### src/rtl/apb_memif_ctrl.sv
// APB slave to registered mreq/mack memory bridge with address-window decode,
// optional alignment checking and a request timeout that aborts the memory side.
module apb_memif_ctrl #(
    parameter int unsigned             ADDR_WIDTH     = 32,
    parameter int unsigned             DATA_WIDTH     = 32,
    parameter int unsigned             STRB_WIDTH     = DATA_WIDTH / 8,
    parameter int unsigned             MRESP_WIDTH    = 2,
    parameter logic [ADDR_WIDTH-1:0]   BASE_ADDR      = '0,
    parameter longint unsigned         ADDR_SPAN      = 4096,
    parameter bit                      ALIGN_CHECK    = 1'b1,
    parameter int unsigned             TIMEOUT_CYCLES = 255
) (
    input  logic                   clk_i,
    input  logic                   arst_i,
    input  logic                   psel_i,
    input  logic                   penable_i,
    input  logic [ADDR_WIDTH-1:0]  paddr_i,
    input  logic                   pwrite_i,
    input  logic [DATA_WIDTH-1:0]  pwdata_i,
    input  logic [STRB_WIDTH-1:0]  pstrb_i,
    output logic                   pready_o,
    output logic [DATA_WIDTH-1:0]  prdata_o,
    output logic                   pslverr_o,
    output logic                   mreq_o,
    output logic [ADDR_WIDTH-1:0]  maddr_o,
    output logic                   mwe_o,
    output logic [DATA_WIDTH-1:0]  mwdata_o,
    output logic [STRB_WIDTH-1:0]  mstrb_o,
    output logic                   mabort_o,
    input  logic                   mack_i,
    input  logic [DATA_WIDTH-1:0]  mrdata_i,
    input  logic [MRESP_WIDTH-1:0] mresp_i,
    output logic                   err_decode_o,
    output logic                   err_timeout_o
);

    localparam int unsigned CNT_W = (TIMEOUT_CYCLES == 0) ? 1 : $clog2(TIMEOUT_CYCLES + 1);
    localparam logic [CNT_W-1:0] CNT_LAST = CNT_W'(TIMEOUT_CYCLES - 1);
    localparam int unsigned LSB_W = $clog2(STRB_WIDTH);
    localparam logic [ADDR_WIDTH:0] SPAN_EXT = (ADDR_WIDTH + 1)'(ADDR_SPAN);
    localparam logic [ADDR_WIDTH:0] BASE_EXT = {1'b0, BASE_ADDR};

    typedef enum logic [1:0] {
        ST_IDLE,
        ST_REQ,
        ST_RESP
    } state_e;

    state_e                  state_q;
    logic [CNT_W-1:0]        cnt_q;
    logic                    pready_q;
    logic [DATA_WIDTH-1:0]   prdata_q;
    logic                    pslverr_q;
    logic                    mreq_q;
    logic [ADDR_WIDTH-1:0]   maddr_q;
    logic                    mwe_q;
    logic [DATA_WIDTH-1:0]   mwdata_q;
    logic [STRB_WIDTH-1:0]   mstrb_q;
    logic                    mabort_q;
    logic                    err_decode_q;
    logic                    err_timeout_q;

    logic [ADDR_WIDTH:0]     offs_ext_d;
    logic                    misalign_d;
    logic                    decode_err_d;
    logic                    unused_mresp;

    // Extra MSB keeps paddr - BASE_ADDR from wrapping into the window.
    assign offs_ext_d   = {1'b0, paddr_i} - BASE_EXT;
    assign decode_err_d = (paddr_i < BASE_ADDR) || (offs_ext_d >= SPAN_EXT) || misalign_d;
    assign unused_mresp = ^mresp_i;

    generate
        if (ALIGN_CHECK && (LSB_W > 0)) begin : g_align
            assign misalign_d = |paddr_i[LSB_W-1:0];
        end else begin : g_noalign
            assign misalign_d = 1'b0;
        end
    endgenerate

    always_ff @(posedge clk_i or posedge arst_i) begin
        if (arst_i) begin
            state_q       <= ST_IDLE;
            cnt_q         <= '0;
            pready_q      <= 1'b0;
            prdata_q      <= '0;
            pslverr_q     <= 1'b0;
            mreq_q        <= 1'b0;
            maddr_q       <= '0;
            mwe_q         <= 1'b0;
            mwdata_q      <= '0;
            mstrb_q       <= '0;
            mabort_q      <= 1'b0;
            err_decode_q  <= 1'b0;
            err_timeout_q <= 1'b0;
        end else begin
            pready_q      <= 1'b0;
            mabort_q      <= 1'b0;
            err_decode_q  <= 1'b0;
            err_timeout_q <= 1'b0;
            unique case (state_q)
                ST_IDLE: begin
                    if (psel_i && penable_i) begin
                        if (decode_err_d) begin
                            state_q      <= ST_RESP;
                            pready_q     <= 1'b1;
                            pslverr_q    <= 1'b1;
                            prdata_q     <= '0;
                            err_decode_q <= 1'b1;
                        end else begin
                            state_q  <= ST_REQ;
                            mreq_q   <= 1'b1;
                            maddr_q  <= offs_ext_d[ADDR_WIDTH-1:0];
                            mwe_q    <= pwrite_i;
                            mwdata_q <= pwdata_i;
                            mstrb_q  <= pstrb_i;
                            cnt_q    <= '0;
                        end
                    end
                end
                ST_REQ: begin
                    // An ack in the timeout cycle still completes the access normally.
                    if (mack_i) begin
                        state_q   <= ST_RESP;
                        mreq_q    <= 1'b0;
                        pready_q  <= 1'b1;
                        prdata_q  <= mwe_q ? '0 : mrdata_i;
                        pslverr_q <= mresp_i[0];
                    end else if ((TIMEOUT_CYCLES != 0) && (cnt_q == CNT_LAST)) begin
                        state_q       <= ST_RESP;
                        mreq_q        <= 1'b0;
                        pready_q      <= 1'b1;
                        pslverr_q     <= 1'b1;
                        prdata_q      <= '0;
                        err_timeout_q <= 1'b1;
                        mabort_q      <= 1'b1;
                    end else if (TIMEOUT_CYCLES != 0) begin
                        cnt_q <= cnt_q + 1'b1;
                    end
                end
                ST_RESP: begin
                    state_q   <= ST_IDLE;
                    prdata_q  <= '0;
                    pslverr_q <= 1'b0;
                end
                default: begin
                    state_q <= ST_IDLE;
                    mreq_q  <= 1'b0;
                end
            endcase
        end
    end

    assign pready_o      = pready_q;
    assign prdata_o      = prdata_q;
    assign pslverr_o     = pslverr_q;
    assign mreq_o        = mreq_q;
    assign maddr_o       = maddr_q;
    assign mwe_o         = mwe_q;
    assign mwdata_o      = mwdata_q;
    assign mstrb_o       = mstrb_q;
    assign mabort_o      = mabort_q;
    assign err_decode_o  = err_decode_q;
    assign err_timeout_o = err_timeout_q;

endmodule

### config.mk
export PLATFORM = sky130hd
export DESIGN_NAME = apb_memif_ctrl
export DESIGN_NICKNAME = d
export VERILOG_FILES = /design/src/rtl/apb_memif_ctrl.sv
export SDC_FILE = /design/constraint.sdc
export NUM_CORES = 1
export LEC_CHECK = 0
export BUFFER_PORTS_ARGS = -buffer_cell sky130_fd_sc_hd__buf_2
export CAP_MARGIN = 20
export CORE_MARGIN = 2
export CORE_UTILIZATION = 51
export DETAILED_ROUTE_END_ITERATION = 10
export PLACE_DENSITY = 0.95
export SKIP_CTS_REPAIR_TIMING = 1
export SLEW_MARGIN = 20
export SYNTH_ARGS = -nofsm -noshare
export SYNTH_HDL_FRONTEND = slang
export SYNTH_SLANG_ARGS = --single-unit
### constraint.sdc
create_clock -name clk_i -period 7.7 [get_ports clk_i]
set_clock_uncertainty 0.15 [all_clocks]
set_input_delay 1.54 -clock clk_i [delete_from_list [all_inputs] [get_ports clk_i]]
set_output_delay 1.54 -clock clk_i [all_outputs]
set_load 0.1 [all_outputs]
==> results.tsv, run 1 <==
stage	metric	value	unit
clock_tree	clock tree buffer depth	2	
drt	per-cell routed wire length	16.0	um
place	Post-Place Setup Slack	3.78	ns
clock_tree	Reg clk slew, reported paths	0.06	ns
floorplanning	initial core utilization	0.524	
layout	FILL cells	614	
synthesis	post-synth cell types	41	
pwr	Pint	1.22	mW
synthesis	Post-Synth XOR/XNOR Area	0	
pwr	Leak	3.64	nW
drt	Detailed Route Iter0 Violations	214	
pwr	Pwr Density	249	mW/mm^2
setup_path	Largest stage delay, worst path	0.61	ns
synthesis	Yosys top cell by area	dfrtp_1	
synthesis	Synth area leaders	dfrtp_1, mux2_2, mux2i_1, mux2_1, nand2_1	
place	# port buffers	213	
setup_path	Bufs and invs on worst path	2	
grt	vias in the first global route	3746	
setup_path	Setup CP Type	primary input to flip-flop	
layout	Finished Cell Area	0.00654	sq mm
synthesis	Post-Syn Area	0.00482	sq mm
clock_tree	clk sink count	116	
clock_tree	CTS tree	done	
pwr	Sw Share	0.252	
drt	Post-Route WL	11.6	mm
layout	Finished Layout Cells	725	
clock_tree	total number of H-tree levels	4	
floorplanning	CORE AREA	0.00920	sq mm
synthesis	Post-Syn Instances	383	
sta	final setup violation count	0	
floorplanning	die span in y	101	um
grt	Total GRT Usage	0.232	
floorplanning	I/O Pins	215	
synthesis	Compound-Gate Fraction of Synth Area	0.0491	
sta	worst rel slew slack	0.425	
pwr	worst vdd ir	179	uV
synthesis	Yosys warning count	0	
synthesis	mux contribution to synthesized area	0.179	
sta	fin crit period	3.43	ns
floorplanning	Chip Width	101	um
setup_path	Startpoint Class	primary input	
layout	share of post-route cells with drive strength above 1	0.473	
setup_path	Crit path depth	6	
sta	Peak Freq	0.291	GHz
place	placed insts	693	
pwr	Clock power frac	0.490	
drt	DR vias	3713	
setup_path	reg2reg path depth	7	
sta	PnR worst setup slack	4.27	ns
synthesis	syn_area_per_cell	12.6	sq um
layout	post-layout net count	714	
setup_path	CP required	7.92	ns
drt	antenna-violating nets left	0	
sta	Hold Violations, Final	0	
drt	Via density	5.12	
sta	final setup TNS	0	ns
grt	grt ovf	0	
job	total of max-cap violations	0	
synthesis	Yosys top cell area share	0.602	
synthesis	simple-gate share of the synthesized area	0.101	
setup_path	CP delay by family, top	simple AND/OR/NAND/NOR gates	
setup_path	Critical Path AT	3.65	ns
pwr	Reg power frac	0.384	
sta	Final Hold Slack	0.331	ns
setup_path	Worst setup EP type	flip-flop	
min_path	worst min-delay path class	flip-flop to flip-flop	
layout	Area Overhead vs Synth	35.7	%
setup_path	Slowest-stage cell, CP	buf_4	
synthesis	largest family of logic cells by synthesized area	multiplexers	
drt	Residual DRC	0	
place	DP Area	0.00594	sq mm
synthesis	sequential share of the synthesized area	0.602	
grt	first-pass GRT wire length	18.5	mm
floorplanning	DIE AREA	0.0102	sq mm
grt	initial antenna violation count	1	
sta	crit share post-route	0.446	
run_status	status	finished clean	
sta	Slew @ Worst Pin	0.862	ns
clock_tree	cts bufs inserted	17	
grt	largest net degree at the start of global routing	73	
pwr	sw power	0.410	mW
pwr	Logic pwr share	0.126	
clock_tree	CTS Root Cell	clkbuf_8	
drt	first drt pass iteration count	4	
setup_path	highest net fanout along the worst path	60	
synthesis	post-synthesis adder-cell area fraction	0.0130	
place	Post-DP HPWL	8.23	mm
synthesis	Synth Net Count	496	
clock_tree	worst-skew pair later-pin latency	0.49	ns
place	routability cong.	0.842	
synthesis	Seq cells post-synth	116	
setup_path	critical path cell sequence	buf_2 -> nor4_2 -> and4_1 -> and3_2 -> buf_4 -> mux2_2	
min_path	Min-Delay Path Depth	1	
sta	max-slew violations	0	
floorplanning	# rows	35	
sta	RSZ-0062 raised after global routing	false	
==> logic make-up after synthesis <==
logic type                 count (synthesis)
DFF                                      116
and+or+nand+nor                           93
muxes                                     80
buffers and inverters                     56
AOI/OAI and AO/OA                         33
adders and majority gates                  5
==> cells in the final DEF (no fill, tap or decap), types with 2 or more instances in the layout <==
master / n
clkinvlp_4: 3
mux2_1: 17
bufinv_16: 4
o31ai_1: 5
nand4_1: 4
buf_2: 213
dfrtp_1: 116
nor2_1: 7
nor4_2: 5
buf_4: 3
o21ai_0: 7
a31oi_1: 2
mux2i_1: 32
and4_1: 2
nand2_1: 44
mux2_2: 31
clkinv_4: 2
ha_1: 5
nor2b_1: 22
inv_1: 37
clkbuf_16: 16
a21oi_1: 6
clkinv_2: 3
==> cell usage after synthesis, drive strengths merged <==
| library cell | number |
|---|---|
| dfrtp | 116 |
| nand2 | 44 |
| o21ai | 9 |
| a31oi | 2 |
| nand4 | 4 |
| and4 | 2 |
| o32a | 1 |
| mux2 | 48 |
| clkbuf | 3 |
| inv | 38 |
| nor3 | 1 |
| or2 | 1 |
| a21oi | 8 |
| a32oi | 1 |
| a211o | 1 |
| clkinv | 1 |
| nor4b | 1 |
| nor4 | 5 |
| o31ai | 5 |
| nand2b | 1 |
| and3 | 2 |
| a41oi | 1 |
| and2 | 1 |
| nand3 | 1 |
| a311oi | 1 |
| o21a | 1 |
| ha | 5 |
| mux2i | 32 |
| a211oi | 1 |
| o32ai | 1 |
| nor2 | 8 |
| buf | 14 |
| o221ai | 1 |
| nor2b | 22 |
==> final timing paths <==
check | from | end | slack (ns)
setup / recovery | paddr_i[23] | mwdata_o[23] | 4.27
hold / removal | maddr_o[10] | maddr_o[10] | 0.33
setup reg to reg | state_q[0] | mwdata_o[23] | 4.91
hold reg to reg | maddr_o[10] | maddr_o[10] | 0.33
max in group asynchronous | arst_i | mwdata_o[0] | 5.17
min in group asynchronous | arst_i | mstrb_o[3] | 0.95
==> final cells by class <==
cell class,instances,area [sq um],area share
multi-input combinational,211,1660,0.253
timing repair buffer,216,1090,0.166
clock inverter,13,184,0.0281
tap,111,139,0.0212
antenna,1,2.50,0.000383
clock buffer,18,418,0.0639
sequential,116,2900,0.444
inverter,39,149,0.0228
==> layer usage <==
layer / up-vias / wire length, um / global-route usage
met5: - / 0 / 0
met4: 0 / 131 / 0.0915
met3: 14 / 779 / 0.0690
met2: 147 / 6010 / 0.402
met1: 1819 / 4700 / 0.273
li1: 1733 / - / -
==> through the flow <==
step | power, mW | util
5_1_grt | 1.69 | 0.711
4_1_cts | 1.65 | 0.711
3_3_place_gp | 0.838 | 0.645
2_1_floorplan | 0.798 | -
6_report | 1.63 | 0.711
3_5_place_dp | 0.844 | 0.645
==> power groups by stage <==
| stage | clock network, mW | logic, mW | registers, mW |
|---|---|---|---|
| after floorplan | 0 | 0.130 | 0.667 |
| after global placement | 0 | 0.202 | 0.636 |
| after detailed placement | 0 | 0.207 | 0.637 |
| after CTS | 0.814 | 0.208 | 0.626 |
| after global routing | 0.844 | 0.223 | 0.628 |
| final | 0.799 | 0.206 | 0.627 |
==> registers in the layout (all words and copies together), names as in the netlist, 2 cells and up <==
name,cells
maddr_o,32
mwdata_o,32
prdata_o,32
cnt_q,8
mstrb_o,4
state_q,2
(Power assumes the default switching activity.)
==> run 2: changes to the inputs <==
--- a/config.mk
+++ b/config.mk
@@ -8,9 +8,9 @@
 export BUFFER_PORTS_ARGS = -buffer_cell sky130_fd_sc_hd__buf_2
 export CAP_MARGIN = 20
 export CORE_MARGIN = 2
-export CORE_UTILIZATION = 51
+export CORE_UTILIZATION = 43
 export DETAILED_ROUTE_END_ITERATION = 10
-export PLACE_DENSITY = 0.95
+export PLACE_DENSITY = 0.86
 export SKIP_CTS_REPAIR_TIMING = 1
 export SLEW_MARGIN = 20
 export SYNTH_ARGS = -nofsm -noshare
==> constraint.sdc (replaced) <==
create_clock -name clk_i -period 2.9 [get_ports clk_i]
set_clock_uncertainty 0.15 [all_clocks]
set_input_delay 0.58 -clock clk_i [delete_from_list [all_inputs] [get_ports clk_i]]
set_output_delay 0.58 -clock clk_i [all_outputs]
set_load 0.1 [all_outputs]
==> run 2 against run 1 <==
  * Count of clock-buffer cells in the layout unchanged
  * Global-route usage down 5.5 points
  * Combinational power rose to 2.8 times the previous value
  * Routed wire length down 6.4%
  * Sequential share of layout area down 0.50 points
  * Sequential cell count unchanged
  * Worst setup slack worse by 3.7 ns
  * Non-clock buffer count up 3
==> results.tsv, run 2 (same netlist as run 1, synthesis figures left out) <==
stage	metric	value	unit
setup_path	Startpoint Class	flip-flop	
setup_path	Worst setup EP type	flip-flop	
pwr	Logic pwr share	0.133	
layout	commonest cells after routing, fill and taps aside	buf_2, dfrtp_1, nand2_1	
drt	per-cell routed wire length	14.4	um
sta	Slew @ Worst Pin	0.628	ns
clock_tree	cts bufs inserted	17	
pwr	Leak	3.66	nW
pwr	Pint	3.19	mW
setup_path	crit path launch	state_q[0]	
sta	Final Hold Slack	0.0685	ns
drt	antenna-violating nets left	0	
sta	crit share post-route	0.791	
place	# port buffers	213	
sta	Peak Freq	0.436	GHz
floorplanning	CORE AREA	0.0109	sq mm
layout	commonest non-fill, non-tap cell in the layout	buf_2	
sta	worst rel slew slack	0.581	
clock_tree	worst-skew pair later-pin latency	0.50	ns
layout	post-layout net count	717	
setup_path	Bufs and invs on worst path	3	
job	total of max-cap violations	0	
setup_path	CP required	3.13	ns
pwr	Reg power frac	0.390	
grt	Total GRT Usage	0.178	
layout	Area Overhead vs Synth	37.3	%
grt	first-pass GRT wire length	16.4	mm
layout	share of post-route cells with drive strength above 1	0.477	
floorplanning	initial core utilization	0.443	
sta	fin crit period	2.29	ns
drt	Detailed Route Iter0 Violations	145	
sta	Hold Violations, Final	0	
clock_tree	total number of H-tree levels	4	
drt	Residual DRC	0	
sta	RSZ-0062 raised after global routing	false	
clock_tree	CTS Root Cell	clkbuf_8	
setup_path	CP delay by family, top	buffers and inverters	
setup_path	Largest stage delay, worst path	0.38	ns
drt	first drt pass iteration count	4	
floorplanning	DIE AREA	0.0121	sq mm
place	Post-DP HPWL	7.80	mm
pwr	Clock power frac	0.477	
sta	final setup violation count	0	
grt	largest net degree at the start of global routing	117	
place	placed insts	725	
clock_tree	clk sink count	116	
setup_path	highest net fanout along the worst path	63	
layout	fin util	0.608	
grt	initial antenna violation count	0	
pwr	worst vdd ir	365	uV
sta	final setup TNS	0	ns
sta	max-slew violations	0	
pwr	Sw Share	0.253	
setup_path	critical path cell sequence	inv_1 -> ha_1 -> inv_1 -> nor2_1 -> and3_2 -> buf_12 -> mux2_2	
pwr	sw power	1.08	mW
floorplanning	I/O Pins	215	
floorplanning	Chip Width	110	um
clock_tree	CTS tree	done	
layout	# diodes	0	
min_path	worst min-delay path class	primary input to asynchronous set/reset pin	
floorplanning	# rows	38	
setup_path	Top cell by count, worst path	inv_1	
drt	DR vias	3645	
drt	Via density	4.82	
layout	Finished Layout Cells	756	
setup_path	RR Startpoint	state_q[0]	
drt	Post-Route WL	10.9	mm
place	routability cong.	0.856	
grt	vias in the first global route	3643	
grt	grt ovf	0	
floorplanning	die span in y	110	um
setup_path	Critical Path AT	2.52	ns
setup_path	Slowest-stage cell, CP	dfrtp_1	
setup_path	Setup CP Type	flip-flop to flip-flop	
clock_tree	clock tree buffer depth	2	
run_status	status	finished clean	
clock_tree	Reg clk slew, reported paths	0.06	ns
pwr	Pwr Density	646	mW/mm^2
run 2: cell types whose count changed in the layout (fill, tap and decap cells not counted), sizes merged:
cell | before | now
clkinvlp | 3 | 4
buf | 216 | 219
bufinv | 4 | 3
diode | 1 | 0
inv | 39 | 38
clkinv | 6 | 7
run 2: power groups by stage:
stage          clock [mW]  combinational [mW]  sequential [mW]
2_1_floorplan           0               0.346             1.77
3_3_place_gp            0               0.556             1.69
3_5_place_dp            0               0.576             1.69
4_1_cts              2.09               0.578             1.66
5_1_grt              2.17               0.611             1.67
6_report             2.04               0.570             1.67
run 2: metrics by stage:
stage / worst slack (ns) / power (mW) / area, sq um
floorplan: 0.757 / 2.12 / 4820
global placement: 0.492 / 2.25 / 6030
detailed placement: 0.442 / 2.27 / 6030
CTS: 0.599 / 4.33 / 6620
global route: 0.483 / 4.45 / 6620
finish: 0.607 / 4.27 / 6620
run 2: path summary, 6_finish.rpt:
| check | to | slack [ns] | cells after the start |
|---|---|---|---|
| min reg2reg | cnt_q[5] | 0.32 | 1 |
| max in group asynchronous | cnt_q[3] | 2.02 | 3 |
| min | mwdata_o[8] | 0.07 | 3 |
| max reg2reg | mwdata_o[15] | 0.61 | 7 |
| max | mwdata_o[15] | 0.61 | 7 |
| min in group clk_i | maddr_o[7] | 0.14 | 2 |
run 2: worst reg2reg max path, cell delays in order (launching register included):
cell,delay (ns)
dfrtp_1,0.38
inv_1,0.10
ha_1,0.28
inv_1,0.12
nor2_1,0.21
and3_2,0.26
buf_12,0.28
mux2_2,0.42
run 2: final cells by class:
class,instances,area (sq um)
clock buffers,18,428
clock inverters,13,159
fillers,838,4270
inverters,39,150
multi-input cells,211,1650
flip-flops and latches,116,2900
well taps,140,175
repair buffers,219,1150
run 2: per-layer routing:
layer	routed length, um	part of all wire	up-vias	global-route usage
li1	-	-	1725	-
met1	4310	0.40	1741	0.195
met4	278	0.026	0	0.102
met5	0	0	-	0
met2	5460	0.50	153	0.298
met3	827	0.076	26	0.0605
==> run 3: changes to the inputs <==
==> constraint.sdc (replaced) <==
create_clock -name clk_i -period 1.95 [get_ports clk_i]
set_clock_uncertainty 0.15 [all_clocks]
set_input_delay 0.39 -clock clk_i [delete_from_list [all_inputs] [get_ports clk_i]]
set_output_delay 0.39 -clock clk_i [all_outputs]
set_load 0.1 [all_outputs]
==> run 3 against run 2 <==
  * Cell area up 21%
  * Via count rose by 21%
  * Highest routed layer unchanged
  * Worst setup slack got worse by 0.59 ns
  * Total power is 64% higher
  * First-iteration DRC count up 71%
  * Register-to-register slack got worse by 0.59 ns
  * Cell count grew 15%
  * The run now ends with negative hold slack left
  * Worst hold slack worse by 0.080 ns
  * Largest power group unchanged
  * Routed wire length up 44%
  * Core utilization rose by 13 points
  * Count of clock-buffer cells in the layout stayed put
  * Critical path depth up 2
==> results.tsv, run 3 (same netlist as run 1, synthesis figures left out) <==
stage	metric	value	unit
drt	antenna-violating nets left	0	
drt	Detailed Route Iter0 Violations	248	
clock_tree	total number of H-tree levels	4	
floorplanning	# rows	38	
pwr	Sw Share	0.266	
floorplanning	DIE AREA	0.0121	sq mm
sta	crit share post-route	0.990	
sta	Slew @ Worst Pin	0.516	ns
floorplanning	die span in y	110	um
pwr	Leak	4.23	nW
clock_tree	cts bufs inserted	17	
setup_path	crit path launch	cnt_q[0]	
job	total of max-cap violations	0	
min_path	WHS Endpoint	prdata_o[19]	
clock_tree	clock tree buffer depth	2	
setup_path	reg2reg end	prdata_o[12]	
sta	Final Hold Slack	-0.0115	ns
pwr	Clock power frac	0.452	
drt	Via density	5.07	
place	# port buffers	213	
setup_path	Worst setup EP type	flip-flop	
pwr	Pwr Density	873	mW/mm^2
setup_path	Startpoint Class	flip-flop	
place	Post-Place Setup Slack	-0.358	ns
setup_path	worst reg2reg setup slack	0.02	ns
layout	Area Overhead vs Synth	66.2	%
floorplanning	Chip Width	110	um
layout	fin util	0.736	
setup_path	highest net fanout along the worst path	7	
pwr	worst vdd ir	694	uV
min_path	Min-Delay Path Depth	3	
setup_path	Critical Path AT	2.20	ns
pwr	Logic pwr share	0.194	
floorplanning	initial core utilization	0.443	
place	Post-DP HPWL	8.65	mm
pwr	Pint	5.13	mW
layout	commonest cells after routing, fill and taps aside	buf_2, dfrtp_1, dlygate4sd3_1	
grt	Total GRT Usage	0.193	
floorplanning	CORE AREA	0.0109	sq mm
clock_tree	worst-skew pair later-pin latency	0.50	ns
drt	first drt pass iteration count	4	
sta	PnR worst setup slack	0.0189	ns
sta	final setup violation count	0	
sta	fin crit period	1.93	ns
grt	grt ovf	0	
grt	vias in the first global route	3872	
setup_path	reg2reg path depth	9	
clock_tree	clk sink count	116	
pwr	Reg power frac	0.354	
sta	max-slew violations	0	
drt	Residual DRC	0	
drt	per-cell routed wire length	18.0	um
clock_tree	CTS tree	done	
grt	first-pass GRT wire length	17.9	mm
min_path	worst hold start	mrdata_i[19]	
setup_path	Setup CP Type	flip-flop to flip-flop	
drt	DR vias	4416	
pwr	overall power	6.99	mW
sta	worst rel slew slack	0.658	
layout	# diodes	0	
sta	Peak Freq	0.518	GHz
sta	Hold Violations, Final	2	
layout	Finished Layout Cells	871	
grt	largest net degree at the start of global routing	61	
setup_path	RR Startpoint	cnt_q[0]	
layout	commonest non-fill, non-tap cell in the layout	buf_2	
layout	share of post-route cells with drive strength above 1	0.479	
drt	Post-Route WL	15.7	mm
clock_tree	CTS Root Cell	clkbuf_8	
run_status	status	complete, but fails checks	
place	routability cong.	0.878	
run_status	failing checks	negative hold slack	
grt	initial antenna violation count	0	
place	placed insts	748	
setup_path	CP required	2.21	ns
pwr	sw power	1.86	mW
layout	post-layout net count	831	
clock_tree	Reg clk slew, reported paths	0.06	ns
min_path	worst min-delay path class	primary input to flip-flop	
floorplanning	I/O Pins	215	
sta	RSZ-0062 raised after global routing	true	
-- run 3: cell types whose count changed in the layout (fill, tap and decap cells not counted), moves of 4 or more --
cell / change
mux2_1: -6
mux2_4: +28
buf_4: +24
dlygate4sd3_1: +77
buf_6: +5
mux2_2: -22
clkbuf_16: +5
inv_1: -4
-- run 3: metal layers --
layer	GRT usage	share of wire
met5	0	0
met4	0.0759	0.032
met3	0.0616	0.069
met2	0.337	0.53
met1	0.220	0.37
-- run 3: cell type report --
class	instances	area [sq um]
well taps	140	175
multi-input cells	212	1840
flip-flops and latches	116	2900
clock inverters	14	175
repair buffers	332	2340
fillers	683	2880
inverters	39	153
clock buffers	18	428
-- run 3: how the worst max path moves through the flow --
stage          slack [ns]            to  depth (start not counted)
2_1_floorplan      -0.003      cnt_q[0]                          1
3_3_place_gp        -0.22  mwdata_o[22]                          6
3_5_place_dp        -0.36  prdata_o[30]                          6
4_1_cts             -0.38   prdata_o[8]                          6
5_1_grt             -0.08    maddr_o[3]                          7
6_report             0.02  prdata_o[12]                          9
-- run 3: critical path, cell delays in order, from the launching register on --
cell and delay (ns):
dfrtp_1 0.39, inv_2 0.06, ha_1 0.15, and3_4 0.22, a21oi_4 0.07, buf_6 0.14, a21oi_4 0.13, buf_12 0.14
clkbuf_16 0.16, mux2i_1 0.23
-- run 3: power by group through the flow --
stage | combinational, mW | sequential [mW] | clock, mW
6_report | 1.36 | 2.47 | 3.16
3_3_place_gp | 0.946 | 2.51 | 0
5_1_grt | 1.44 | 2.48 | 3.34
4_1_cts | 0.966 | 2.47 | 3.21
3_5_place_dp | 0.958 | 2.51 | 0
2_1_floorplan | 0.521 | 2.64 | 0
-- run 3: metrics by stage --
| step | area [sq um] | TNS [ns] |
|---|---|---|
| floorplan | 4830 | -0.394 |
| global placement | 6220 | -16.78 |
| detailed placement | 6220 | -25.47 |
| CTS | 6820 | -14.56 |
| global route | 8010 | -1.28 |
| finish | 8010 | 0 |
